$ cat config.mk
export PLATFORM = sky130hd
export DESIGN_NAME = cross_bar_arbiter_rr_mx1
export DESIGN_NICKNAME = d
export VERILOG_FILES = /design/src/rtl/cross_bar_arbiter_rr_mx1.sv
export SDC_FILE = /design/constraint.sdc
export NUM_CORES = 1
export LEC_CHECK = 0
export CAP_MARGIN = 20
export CELL_PAD_IN_SITES_DETAIL_PLACEMENT = 1
export CELL_PAD_IN_SITES_GLOBAL_PLACEMENT = 1
export CORE_MARGIN = 5
export CORE_UTILIZATION = 35
export CTS_CLUSTER_DIAMETER = 60
export CTS_CLUSTER_SIZE = 12
export DETAILED_ROUTE_END_ITERATION = 8
export PLACE_DENSITY_LB_ADDON = 0.1
export SETUP_SLACK_MARGIN = 0.4
export SLEW_MARGIN = 5
export SYNTH_ARGS = -nofsm -noshare
export SYNTH_HDL_FRONTEND = slang
export SYNTH_SLANG_ARGS = --single-unit
$ cat constraint.sdc
create_clock -name aclk -period 2.7 [get_ports aclk]
set_input_delay 0.54 -clock aclk [delete_from_list [all_inputs] [get_ports aclk]]
set_output_delay 0.54 -clock aclk [all_outputs]
set_load 0.02 [all_outputs]
$ cat src/rtl/cross_bar_arbiter_rr_mx1.sv
`default_nettype none
// ============================================================================
// Module   : cross_bar_arbiter_rr_mx1
// Brief    : Packet-level round-robin Mx1 AXI-Stream arbiter with a one-cycle
//            lookahead grant and a registered 2-entry skid output stage.
//            Define CROSS_BAR_ARB_TID_EN to add the m_axis_tid source tag.
// Revision : 1.0 - initial release
// ============================================================================
module cross_bar_arbiter_rr_mx1 #(
  parameter int CHANNEL_NO = 4,
  parameter int MSEL_WIDTH = $clog2(CHANNEL_NO),
  parameter int DATA_WIDTH = 32
) (
  input  logic                                 aclk,
  input  logic                                 aresetn,
  input  logic [CHANNEL_NO-1:0][DATA_WIDTH-1:0] s_axis_tdata,
  input  logic [CHANNEL_NO-1:0]                 s_axis_tvalid,
  input  logic [CHANNEL_NO-1:0]                 s_axis_tlast,
  output logic [CHANNEL_NO-1:0]                 s_axis_tready,
  output logic [DATA_WIDTH-1:0]                 m_axis_tdata,
  output logic                                  m_axis_tvalid,
  output logic                                  m_axis_tlast,
`ifdef CROSS_BAR_ARB_TID_EN
  output logic [MSEL_WIDTH-1:0]                 m_axis_tid,
`endif
  input  logic                                  m_axis_tready
);

`ifdef CROSS_BAR_ARB_TID_EN
  localparam int C_ENTRY_W = DATA_WIDTH + 1 + MSEL_WIDTH;
`else
  localparam int C_ENTRY_W = DATA_WIDTH + 1;
`endif
  localparam logic [MSEL_WIDTH-1:0] C_PTR_RST = MSEL_WIDTH'(CHANNEL_NO - 1);

  typedef enum logic [0:0] {
    ST_IDLE   = 1'b0,
    ST_ACTIVE = 1'b1
  } state_t;

  state_t                  state_q, state_d;
  logic [MSEL_WIDTH-1:0]   ptr_q, ptr_d;
  logic [MSEL_WIDTH-1:0]   grant_q, grant_d;
  logic [CHANNEL_NO-1:0]   sel_q, sel_d;

  logic [1:0]              count_q, count_d;
  logic                    valid_q, valid_d;
  logic                    ready_q, ready_d;
  logic [C_ENTRY_W-1:0]    head_q, head_d;
  logic [C_ENTRY_W-1:0]    tail_q, tail_d;

  logic [CHANNEL_NO-1:0]   w_req_hi;
  logic [CHANNEL_NO-1:0]   w_pick;
  logic [MSEL_WIDTH-1:0]   w_nxt_idx;
  logic [CHANNEL_NO-1:0]   w_nxt_sel;
  logic [DATA_WIDTH-1:0]   w_sel_data;
  logic                    w_sel_last;
  logic                    w_sel_valid;
  logic                    w_push;
  logic                    w_pop;
  logic [C_ENTRY_W-1:0]    w_push_entry;

  // Lookahead search: requesters above ptr win, otherwise wrap to the lowest.
  always_comb begin
    w_req_hi  = '0;
    w_nxt_idx = '0;
    w_nxt_sel = '0;
    for (int c = 0; c < CHANNEL_NO; c++) begin
      w_req_hi[c] = s_axis_tvalid[c] && (c > int'(ptr_q));
    end
    w_pick = (|w_req_hi) ? w_req_hi : s_axis_tvalid;
    for (int c = CHANNEL_NO - 1; c >= 0; c--) begin
      if (w_pick[c]) begin
        w_nxt_idx    = MSEL_WIDTH'(c);
        w_nxt_sel    = '0;
        w_nxt_sel[c] = 1'b1;
      end
    end
  end

  always_comb begin
    w_sel_data  = '0;
    w_sel_last  = 1'b0;
    w_sel_valid = 1'b0;
    for (int c = 0; c < CHANNEL_NO; c++) begin
      if (sel_q[c]) begin
        w_sel_data  = w_sel_data | s_axis_tdata[c];
        w_sel_last  = w_sel_last | s_axis_tlast[c];
        w_sel_valid = w_sel_valid | s_axis_tvalid[c];
      end
    end
  end

  // Ready comes only from registers so there is no path from m_axis_tready.
  assign s_axis_tready = (state_q == ST_ACTIVE && ready_q) ? sel_q : '0;
  assign w_push        = (state_q == ST_ACTIVE) && ready_q && w_sel_valid;
  assign w_pop         = valid_q && m_axis_tready;

`ifdef CROSS_BAR_ARB_TID_EN
  assign w_push_entry = {grant_q, w_sel_last, w_sel_data};
  assign m_axis_tid   = head_q[C_ENTRY_W-1 -: MSEL_WIDTH];
`else
  assign w_push_entry = {w_sel_last, w_sel_data};
`endif
  assign m_axis_tdata  = head_q[DATA_WIDTH-1:0];
  assign m_axis_tlast  = head_q[DATA_WIDTH];
  assign m_axis_tvalid = valid_q;

  always_comb begin
    state_d = state_q;
    ptr_d   = ptr_q;
    grant_d = grant_q;
    sel_d   = sel_q;
    case (state_q)
      ST_IDLE: begin
        if (|s_axis_tvalid) begin
          grant_d = w_nxt_idx;
          sel_d   = w_nxt_sel;
          state_d = ST_ACTIVE;
        end
      end
      ST_ACTIVE: begin
        if (w_push && w_sel_last) begin
          ptr_d   = grant_q;
          state_d = ST_IDLE;
        end
      end
      default: begin
        state_d = ST_IDLE;
        ptr_d   = C_PTR_RST;
        grant_d = '0;
        sel_d   = '0;
      end
    endcase
  end

  // Head is the visible output register; tail only fills under backpressure.
  always_comb begin
    count_d = count_q;
    head_d  = head_q;
    tail_d  = tail_q;
    case (count_q)
      2'd0: begin
        if (w_push) begin
          head_d  = w_push_entry;
          count_d = 2'd1;
        end
      end
      2'd1: begin
        if (w_push && w_pop) begin
          head_d = w_push_entry;
        end else if (w_push) begin
          tail_d  = w_push_entry;
          count_d = 2'd2;
        end else if (w_pop) begin
          count_d = 2'd0;
        end
      end
      2'd2: begin
        if (w_pop) begin
          head_d  = tail_q;
          count_d = 2'd1;
        end
      end
      default: begin
        count_d = 2'd0;
      end
    endcase
    valid_d = (count_d != 2'd0);
    ready_d = (count_d != 2'd2);
  end

  always_ff @(posedge aclk or negedge aresetn) begin
    if (!aresetn) begin
      state_q <= ST_IDLE;
      ptr_q   <= C_PTR_RST;
      grant_q <= '0;
      sel_q   <= '0;
      count_q <= 2'd0;
      valid_q <= 1'b0;
      ready_q <= 1'b1;
      head_q  <= '0;
      tail_q  <= '0;
    end else begin
      state_q <= state_d;
      ptr_q   <= ptr_d;
      grant_q <= grant_d;
      sel_q   <= sel_d;
      count_q <= count_d;
      valid_q <= valid_d;
      ready_q <= ready_d;
      head_q  <= head_d;
      tail_q  <= tail_d;
    end
  end

endmodule
`default_nettype wire
==> results.yml, run 1 <==
synthesis:
  async_flop_share_pct: 100.0
  synth.cell_area_sq_mm: 0.004297
  yosys_register_bits: 79
  ys_seq_area_share_pct: 46.10
  post_synth_num_cell_types: 39
  synth-edff-count: 0
  ys_warn_count: 0
  syn_inst: 409
  ys.flop_type: "dfrtp_1"
  synth_area_per_cell_sq_um: 10.51
  synthTopCellsByArea: "dfrtp_1 (44%), mux2_4 (10%), a21oi_1 (7.2%), a221oi_1 (6.7%), a22o_1 (6.7%)"
  synth_top_area_share_pct: 44.26
  syn-num-nets: 548
  synth_top_area_cell: "dfrtp_1"
finish:
  syn2layout_area_growth_pct: 51.46
  postLayoutCellArea_sq_mm: 0.006507
  mostFrequentLayoutCells: "clkdlybuf4s50_1 (174), dfrtp_1 (75), nor2_1 (72), a21oi_1 (62)"
  fill_cells: 1301
  final_common_cell: "clkdlybuf4s50_1"
  nNetsFinal: 713
  antenna_cells: 0
  drive_above_1_share_pct: 14.51
clock_tree:
  clk_pin_slew_ns: 0.06
  cts_tree: "built"
  clk_latency_ns: 0.33
  cts_buffers: 9
  cts_sinks: 79
  cts_resized: 0
  cts_max_level: 3
  post_cts_buffers: 0
  cts_buffer_depth: 2
  root_buffer: "clkbuf_16"
  postCtsHoldBufs: 0
worst_setup_path:
  required_ns: 2.16
  worstPathArrival_ns: 1.68
  start_kind: "flop"
  end_kind: "primary output"
  crit_type: "flop to primary output"
  crit_fanout: 10
grt:
  grt_max_degree: 68
  antenna_found_initial: 0
  use_met1_pct: 23.36
  first_global_vias: 4261
  track_usage_pct: 19.20
  grt_busiest_layer: "met2"
  overflow: 0
  grt_pass1_wl_microns: 22490
  grt_use_met2_pct: 33.53
  met3_usage_pct: 6.034
placed_design:
  post_dp_cell_area_sq_mm: 0.006191
  dp_hpwl_microns: 10240
  io_buffers: 176
  place_congestion: 0.8496
drt:
  drt_iter0_drc: 105
  drt-total-wl_microns: 13860
  dr_total_vias: 3945
  wl_per_cell_microns: 19.09
  drc: 0
  first_pass_iters: 4
  antenna_left: 0
  viasPerCell: 5.434
floorplan:
  start_util_pct: 35.77
  rows: 40
  core_area_sq_mm: 0.01201
  dieHeight_microns: 120.8
  ios: 177
  die_w_microns: 120.8
  dieArea_sq_mm: 0.01459
timing:
  worst_slew_pin_slew_ns: 0.6846
  fin_hold_ws_ns: 0.2241
  finalSetupViolCount: 0
  final_hold_viol_count: 0
  fin_crit_ns: 2.218
  rsz0062_at_grt: "no"
  finClkSkew_ns: 0.009745
  slew_headroom_pct: 54.36
  slew_viol_final: 0
  fmax_mhz: 450.8
  finalCritPeriodShare_pct: 82.16
  setup_tns_ns: 0
min_path:
  worstHoldPathType: "input port to async pin"
power_and_ir_drop:
  power-per-cell-area_mw_per_mm2: 1148
  leakage_nw: 2.774
  power_w: 0.007468
  irDropWorstVdd_v: 0.0004996
run_status:
  status: "completed"
flow_run:
  max_cap_violations: 0
-- logic make-up (layout without fill, tap and decap cells) --
group	count (synthesis)	in the layout	share of synthesized area, %
mux	35	35	11.79
buf+inv	39	209	5.067
simple gates	97	97	9.377
compound gates	159	159	27.66
flops	79	79	46.10
-- cell type report --
cell class,count,area [sq um],share of cell area [%]
timing repair buffer,190,1917,29.46
inverter,3,11.26,0.1730
sequential,79,1982,30.46
multi-input combinational,291,2101,32.28
clock buffer,9,225.2,3.461
tap,147,183.9,2.826
clock inverter,7,87.58,1.346
-- flip-flops by register name (all words and copies together), names as in the netlist --
signal,count
count_q,2
head_q,33
grant_q,2
tail_q,33
ready_q,1
m_axis_tvalid,1
ptr_q,2
state_q,1
sel_q,4
-- metal layers --
layer,wire [microns],vias to the layer above
met3,863,8
met2,6963,107
met5,0,-
met4,93,0
li1,-,1856
met1,5934,1974
-- worst paths after layout --
| check | slack [ns] | start | cells past startpoint | to |
|---|---|---|---|---|
| setup / recovery | 0.48 | state_q | 2 | s_axis_tready[0] |
| hold / removal | 0.22 | aresetn | 1 | tail_q[10] |
| setup reg to reg | 0.74 | sel_q[0] | 5 | head_q[31] |
| hold reg to reg | 0.49 | grant_q[1] | 2 | grant_q[1] |
| max in group asynchronous | 1.86 | aresetn | 2 | tail_q[13] |
| min in group aclk | 0.49 | grant_q[1] | 2 | grant_q[1] |
-- where the power goes --
| part | switching [W] | internal, W |
|---|---|---|
| registers | 0.000408 | 0.00179 |
| clock network | 0.000471 | 0.000802 |
| logic | 0.00194 | 0.00205 |
| total | 0.00282 | 0.00464 |
-- synth_stat cells, types with 2 or more instances --
library cell   n
nor3_1         3
o21ai_0        7
clkbuf_2       2
mux2_4        30
a22o_1        33
a21oi_1       62
nor2b_1        2
dfstp_2        3
buf_6          5
and3_1         5
inv_1          3
buf_2         10
o21a_1         2
a22oi_4        2
dfrtp_1       76
buf_4          5
nand2_1        8
nor2_1        72
nand2b_1       4
a21oi_2        7
mux2_2         5
a221oi_1      33
clkbuf_1      13
a21o_1         2
-- per-stage QoR --
step | worst slack [ns] | utilization, % | std cells
floorplan | 0.9369 | - | 409
global placement | 0.2464 | 51.54 | 710
detailed placement | 0.2034 | 51.54 | 710
CTS | 0.4367 | 54.15 | 726
global route | 0.4066 | 54.18 | 726
finish | 0.4816 | 54.18 | 726
-- worst max-delay path, stage by stage, from the launching register on --
cell and delay (ns):
dfrtp_1 0.52, and3_1 0.22, clkdlybuf4s50_1 0.61
No activity file was read; power rests on OpenSTA's default activity.
==> run 2, diff against run 1 <==
Settings changed: CORE_UTILIZATION 35 to 29.
Clock period 2.7 ns to 1.9 ns, I/O delays scaled along.
==> results.yml, run 2 (synthesized netlist as in run 1, its figures left out) <==
run_status:
  status: "completed"
placed_design:
  dp.cells: 780
  place_congestion: 0.7389
  io_buffers: 176
  dp_hpwl_microns: 11360
finish:
  nNetsFinal: 760
  final_common_cell: "clkdlybuf4s50_1"
  drive_above_1_share_pct: 31.15
  fill_cells: 1584
  top_regs: "head_q x33, tail_q x33, sel_q x4"
  stdcell_count: 810
  antenna_cells: 0
  syn2layout_area_growth_pct: 73.91
  mostFrequentLayoutCells: "clkdlybuf4s50_1 (132), dfrtp_1 (72), nor2_1 (56), a21oi_1 (56), buf_4 (37)"
worst_setup_path:
  critical-path-max-stage-delay_ns: 0.41
  crit_fanout: 7
  crit_path_frequent_cell: "buf_12"
  crit_type: "flop to flop"
  required_ns: 2.13
  start_kind: "flop"
  ff2ff_path_depth: 8
  rrSetupSlack_ns: 0.06
  worst-path-buf-inv: 4
  worstPathArrival_ns: 2.07
  r2r-end: "head_q[4]"
  end_kind: "flop"
  cp_cell_sequence: "buf_12, a22oi_4, a21oi_4, a31oi_4, buf_12, buf_6, buf_12, mux2_4"
  slowest_stage: "dfrtp_1"
  critPathTopFamily: "buffers and inverters"
  reg2reg_from: "sel_q[0]"
grt:
  grt_pass1_wl_microns: 25300
  overflow: 0
  grt_max_degree: 34
  first_global_vias: 4764
  track_usage_pct: 17.83
  antenna_found_initial: 0
power_and_ir_drop:
  power-per-cell-area_mw_per_mm2: 1667
  leakage_nw: 3.278
  power_w: 0.01246
  irDropWorstVdd_v: 0.0006570
clock_tree:
  clk_pin_slew_ns: 0.06
  cts_buffer_depth: 2
  clk_latency_ns: 0.35
  cts_max_level: 3
  cts_sinks: 79
  cts_buffers: 9
  postCtsHoldBufs: 0
  cts_tree: "built"
  root_buffer: "clkbuf_16"
timing:
  finalCritPeriodShare_pct: 97.07
  final_hold_viol_count: 0
  slew_headroom_pct: 67.43
  fin_crit_ns: 1.844
  worst_slew_pin_slew_ns: 0.4886
  rsz0062_at_grt: "yes"
  finClkSkew_ns: 0.005502
  slew_viol_final: 0
  finalSetupViolCount: 0
  fmax_mhz: 542.2
drt:
  antenna_left: 0
  drc: 0
  first_pass_iters: 4
  dr_total_vias: 4214
  wl_per_cell_microns: 19.82
  viasPerCell: 5.202
  drt-total-wl_microns: 16060
  drt_iter0_drc: 143
floorplan:
  core_area_sq_mm: 0.01453
  dieArea_sq_mm: 0.01735
  die_w_microns: 131.7
  ios: 177
  rows: 44
  dieHeight_microns: 131.7
  start_util_pct: 29.56
flow_run:
  max_cap_violations: 0
min_path:
  worstHoldPathType: "input port to async pin"
-- run 2: changes by cell type in the layout (fill, tap and decap cells not counted), moves of 8 or more --
| cell | before | now |
|---|---|---|
| a221oi_1 | 33 | 9 |
| a221oi_2 | 0 | 23 |
| buf_4 | 11 | 37 |
| buf_6 | 0 | 14 |
| clkdlybuf4s50_1 | 174 | 132 |
| dlygate4sd2_1 | 0 | 33 |
| nor2_1 | 72 | 56 |
| nor2_2 | 0 | 8 |
| nor2_4 | 0 | 8 |
-- run 2: worst max path at each step --
stage | startpoint | end | slack (ns) | cells after the start
final | sel_q[0] | head_q[4] | 0.06 | 8
after global placement | s_axis_tvalid[2] | head_q[13] | -0.25 | 6
after detailed placement | s_axis_tvalid[1] | tail_q[2] | -0.30 | 8
after floorplan | sel_q[2] | head_q[0] | 0.22 | 6
after global routing | sel_q[0] | head_q[4] | 0.008 | 8
after CTS | sel_q[0] | head_q[13] | 0.07 | 6
-- run 2: metrics by stage --
| step | worst slack [ns] | cell area, sq um | setup TNS, ns | util (%) | hold WS, ns |
|---|---|---|---|---|---|
| 2_1_floorplan | 0.2154 | 4339 | 0 | - | 0.08441 |
| 4_1_cts | 0.07170 | 7148 | 0 | 49.18 | 0.009897 |
| 3_5_place_dp | -0.2956 | 6531 | -16.92 | 44.94 | 0.3773 |
| 6_report | 0.05574 | 7472 | 0 | 51.41 | 0.0003398 |
| 5_1_grt | 0.008283 | 7472 | 0 | 51.41 | 0.03214 |
| 3_3_place_gp | -0.2486 | 6531 | -14.58 | 44.94 | 0.3697 |
-- run 2: where the power goes --
part	internal (W)	switching [W]
sequential	0.00256	0.000635
clock	0.00141	0.000712
combinational	0.00378	0.00336
total	0.00775	0.00471
-- run 2: timing repair --
item	in CTS	in global routing
buffers inserted	7	2
gates cloned	2	3
resized for setup	93	65
endpoints found under the setup margin	110	86
pin swaps	1	3
-- run 2: worst reg2reg max path: stages, from the launching register on --
cell     delay, ns
dfrtp_1       0.41
buf_12        0.16
a22oi_4       0.21
a21oi_4       0.10
a31oi_4       0.17
buf_12        0.15
buf_6         0.10
buf_12        0.13
mux2_4        0.30
-- run 2: cell type report --
type | instances | area, sq um | area share [%]
clock buffers | 9 | 225.2 | 3.014
flip-flops and latches | 79 | 1986 | 26.57
well taps | 184 | 230.2 | 3.081
repair buffers | 237 | 2436 | 32.60
inverters | 3 | 11.26 | 0.1507
multi-input cells | 291 | 2449 | 32.77
clock inverters | 7 | 135.1 | 1.808
-- run 2: routing by layer --
metal  global-route usage (%)  vias to the layer above  routed length (microns)
li1                         -                     1963                        -
met1                    21.68                     2123                     7019
met2                    30.76                      115                     8008
met3                    5.275                       13                      840
met4                    4.857                        0                      187
met5                        0                        -                        0
